[src/rtl/led_event_scheduler.sv]
// LED event scheduler: hit/miss flashes and game-over / game-clear lamp patterns,
// timed by a clk prescaler feeding a tick counter.
module led_event_scheduler #(
    parameter int TICK_DIV    = 50000,
    parameter int FLASH_TICKS = 100,
    parameter int BLINK_TICKS = 250
) (
    input  logic       clk,
    input  logic       rst,
    input  logic [2:0] state,
    input  logic       hit_evt,
    input  logic       miss_evt,
    output logic [3:0] led_red,
    output logic [3:0] led_green,
    output logic [3:0] led_blue,
    output logic       busy
);

    localparam int MAX_TICKS = (FLASH_TICKS > BLINK_TICKS) ? FLASH_TICKS : BLINK_TICKS;
    localparam int TW        = $clog2(MAX_TICKS) + 1;
    localparam int PW        = $clog2(TICK_DIV);

    typedef enum logic [2:0] {
        IDLE,
        FLASH_HIT,
        FLASH_MISS,
        OVER_BLINK,
        CLEAR_CHASE
    } mode_t;

    mode_t         mode;
    logic [PW-1:0] pre;
    logic [TW-1:0] tcnt;
    logic          hit_prev;
    logic          miss_prev;

    logic hit_edge;
    logic miss_edge;
    logic tick;
    logic flash_end;
    logic blink_end;

    assign hit_edge  = hit_evt & ~hit_prev;
    assign miss_edge = miss_evt & ~miss_prev;
    assign tick      = (pre == PW'(TICK_DIV - 1));
    assign flash_end = tick && (tcnt == TW'(FLASH_TICKS - 1));
    assign blink_end = tick && (tcnt == TW'(BLINK_TICKS - 1));

    // NOTE: every register here is state, so all assignments are non-blocking;
    // later assignments in the same branch deliberately override the defaults.
    always_ff @(posedge clk or posedge rst) begin
        if (rst) begin
            mode      <= IDLE;
            pre       <= '0;
            tcnt      <= '0;
            hit_prev  <= 1'b0;
            miss_prev <= 1'b0;
            led_red   <= 4'b0000;
            led_green <= 4'b0000;
            led_blue  <= 4'b0000;
            busy      <= 1'b0;
        end else begin
            hit_prev  <= hit_evt;
            miss_prev <= miss_evt;
            pre       <= tick ? '0 : pre + 1'b1;
            if (tick) tcnt <= tcnt + 1'b1;

            if (state == 3'd3) begin
                if (mode != OVER_BLINK) begin
                    mode      <= OVER_BLINK;
                    pre       <= '0;
                    tcnt      <= '0;
                    led_red   <= 4'b1111;
                    led_green <= 4'b0000;
                    led_blue  <= 4'b0000;
                    busy      <= 1'b1;
                end else if (blink_end) begin
                    tcnt    <= '0;
                    led_red <= ~led_red;
                end
            end else if (state == 3'd5) begin
                if (mode != CLEAR_CHASE) begin
                    mode      <= CLEAR_CHASE;
                    pre       <= '0;
                    tcnt      <= '0;
                    led_red   <= 4'b0000;
                    led_green <= 4'b0001;
                    led_blue  <= 4'b0000;
                    busy      <= 1'b1;
                end else if (blink_end) begin
                    tcnt      <= '0;
                    led_green <= {led_green[2:0], led_green[3]};
                end
            end else if (hit_edge && (mode == IDLE || mode == FLASH_HIT || mode == FLASH_MISS)) begin
                mode      <= FLASH_HIT;
                pre       <= '0;
                tcnt      <= '0;
                led_red   <= 4'b0000;
                led_green <= 4'b0000;
                led_blue  <= 4'b1111;
                busy      <= 1'b1;
            end else if (miss_edge && (mode == IDLE || mode == FLASH_MISS)) begin
                mode      <= FLASH_MISS;
                pre       <= '0;
                tcnt      <= '0;
                led_red   <= 4'b1111;
                led_green <= 4'b0000;
                led_blue  <= 4'b0000;
                busy      <= 1'b1;
            end else if (mode == OVER_BLINK || mode == CLEAR_CHASE || mode == IDLE || flash_end) begin
                // Pattern mode whose state code went away, idle, or flash expired.
                mode      <= IDLE;
                pre       <= '0;
                tcnt      <= '0;
                led_red   <= 4'b0000;
                led_green <= 4'b0000;
                led_blue  <= 4'b0000;
                busy      <= 1'b0;
            end
        end
    end

endmodule

[config.mk]
export PLATFORM = sky130hd
export DESIGN_NAME = led_event_scheduler
export DESIGN_NICKNAME = d
export VERILOG_FILES = /design/src/rtl/led_event_scheduler.sv
export SDC_FILE = /design/constraint.sdc
export NUM_CORES = 1
export LEC_CHECK = 0
export ABC_AREA = 1
export BUFFER_PORTS_ARGS = -buffer_cell sky130_fd_sc_hd__buf_2
export CAP_MARGIN = 20
export CORE_MARGIN = 4
export CORE_UTILIZATION = 40
export CTS_CLUSTER_SIZE = 30
export DETAILED_ROUTE_END_ITERATION = 10
export PLACE_DENSITY = 0.59
export SETUP_SLACK_MARGIN = 0.5
export SLEW_MARGIN = 20
export SYNTH_ARGS = -nofsm -noshare
export SYNTH_HDL_FRONTEND = slang
export SYNTH_SLANG_ARGS = --single-unit
[constraint.sdc]
create_clock -name clk -period 2 [get_ports clk]
set_input_delay 0.4 -clock clk [delete_from_list [all_inputs] [get_ports clk]]
set_output_delay 0.4 -clock clk [all_outputs]
set_load 0.02 [all_outputs]
==> results.toml <==
[grt]
grt_pass1_vias = 2132
use_met3_pct = 2.93
grt_max_degree = 41
track_usage_pct = 15.7
busiest_layer = "met2"
grt_pass1_wl_um = 9610
use_met2_pct = 27.1
antenna_found_initial = 0
grt_overflow = 0
grtUsageMet1_pct = 19.8

[yosys]
synth_async_sr_flop_share_pct = 100
netlist_area_mm2 = 0.00252
synth_area_leaders = "dfrtp_1, nand2_1, nor2_1"
ys_warn_count = 0
yosys_most_used_dff = "dfrtp_1"
synthCells = 322
yosysTopAreaCell = "dfrtp_1"
yosysMostFrequentCell = "nand2_1"
synth.distinct_cells = 30
syn_nets = 332
avgSynthCellArea_um2 = 7.81
synth_top_area_share_pct = 39.8
ys_seq_elements = 40
synth_edf_count = 0
yosysSeqAreaShare_pct = 39.8
synth.top_cells.by_count = "nand2_1, dfrtp_1, nor2_1"

[worst_setup_path]
cp.arrival_ps = 1760
crit_fanout = 5
path_class = "flip-flop to flip-flop"
crit_family = "simple AND/OR/NAND/NOR gates"
cp_cell_sequence = "nor2_2, nand2_2, nor2_4, buf_4, nand2_1, xor2_1, a21oi_2"
timing.rr.start = "pre[4]"
crit_buf_inv = 1
slowest_delay_ps = 420
cp-start-kind = "flip-flop"
slowest_stage = "dfrtp_1"
worstSetupEndpointType = "flip-flop"
required_ps = 2170
cp-startpoint = "pre[4]"

[timing]
max_freq_mhz = 630
setup_slack_ps = 412
finalHoldViolations = 0
hold_ws_ps = 223
tightest_slew_ps = 524
tns_ps = 0
finClkSkew_ps = 12.1
min_period_ps = 1590
slew_headroom_pct = 65.0
setup_viol = 0
rsz0062_at_grt = "yes"
fin_crit_sh_pct = 79.4
final_max_slew_viol_count = 0

[pwr]
combinationalPowerShare_pct = 28.8
p_total_mw = 2.12
swShare_pct = 34.4
leakagePower_nw = 1.53
p_seq_share_pct = 44.0
power_density_mw_per_mm2 = 651
switchingPower_mw = 0.730
clkPwrFrac_pct = 27.2
vdd_drop_max_mv = 0.398
internal_power_mw = 1.39

[finish]
nets = 387
stdcell_count = 453
layout-drive-gt1-share_pct = 41.3
antenna_cells = 0
final_core_util_pct = 54.2
final_area_mm2 = 0.00326
area_growth_pct = 29.7

[route]
wl_um = 5800
drc = 0
wl_per_cell_um = 12.8
avgViaCountPerCell = 4.76
drt_iter0_markers = 100
final_antenna_net_count = 0
vias = 2156
first_pass_iters = 4

[placement]
hpwlAfterDp_um = 3670
gp_congestion = 0.888
io_buffers = 19
placedCellCount = 412
dpl-instance-area_mm2 = 0.00265
post-place-ws_ps = 233

[die]
fp-row-count = 28
core_mm2 = 0.00603
start_util_pct = 41.8
die_w_um = 87.3
die_h_um = 87.3
die_area_mm2 = 0.00762
ios = 20

[min_path]
min_path_type = "primary input to async pin"

[cts]
postCtsHoldBufs = 0
htreeDepth = 2
cts_buffer_depth = 2
cts_tree = "yes"
path_clk_slew_ps = 80
clk_root_buffer_cell = "clkbuf_8"
numCtsBuffers = 5
cts.sinks = 40
clock_latency_ps = 290

[job]
max_cap_violations = 0

[status]
status = "finished clean"
## layer usage
| layer | share of wire, % | vias to the layer above | routed length (um) |
|---|---|---|---|
| met5 | 0 | - | 0 |
| met4 | 1.0 | 0 | 58 |
| met3 | 2.6 | 6 | 151 |
| met2 | 50 | 36 | 2920 |
| met1 | 46 | 991 | 2670 |
| li1 | - | 1123 | - |
## worst min-delay path: stages
cell and delay, ps:
buf_2 100, inv_1 40, buf_4 440
## cells in the final DEF, fill, tap and decap left out, drive strengths merged, types with 9 or more instances in the layout
cell type | synthesis | routed
nand4 | 11 | 11
nand2 | 102 | 103
nand3 | 23 | 23
o21ai | 9 | 9
nor2 | 53 | 53
buf | 8 | 55
xor2 | 13 | 13
dfrtp | 40 | 40
inv | 37 | 37
a21oi | 12 | 12
## path summary, 6_finish.rpt
kind / endpoint / slack, ps / cells past startpoint
min in group clk: miss_prev / 230 / 1
min reg2reg: led_green[2] / 500 / 2
max reg2reg: tcnt[0] / 410 / 7
max in group asynchronous: tcnt[3] / 1380 / 3
max: tcnt[0] / 410 / 7
min: miss_prev / 220 / 3
## power by group through the flow
stage                     Sequential [mW]  Clock, mW  Combinational [mW]
after floorplan                     0.972          0               0.346
after global placement              0.937          0               0.441
after detailed placement            0.939          0               0.443
after CTS                           0.928      0.599               0.574
after global routing                0.943      0.638               0.670
final                               0.935      0.577               0.612
## final cells by class
| type | instances | area, um2 |
|---|---|---|
| flip-flops and latches | 40 | 1010 |
| fillers | 543 | 2760 |
| clock buffers | 7 | 86.3 |
| multi-input cells | 238 | 1520 |
| well taps | 75 | 93.8 |
| repair buffers | 55 | 405 |
| inverters | 37 | 139 |
| clock inverters | 1 | 7.51 |
## cells by family (layout without fill, tap and decap cells)
logic type | after synthesis | in the layout | synth area share (%)
flops | 40 | 40 | 39.8
xor+xnor | 14 | 14 | 4.87
fa+ha+maj | 3 | 3 | 1.49
buf+inv | 45 | 100 | 9.00
compound gates | 22 | 22 | 5.77
simple gates | 198 | 199 | 39.1
## registers in the layout, summed over array words and instances, names as in the netlist
signal	count
led_red	4
led_blue	1
miss_prev	1
busy	1
pre	16
hit_prev	1
led_green	4
tcnt	9
mode	3
## repair_timing
item                       4_1_cts  5_1_grt
pin swaps                       14       28
cloned                           0        1
buffers inserted                19       13
setup endpoints to repair       36       38
gates resized for setup         29       41
No activity file was read; power rests on OpenSTA's default activity.
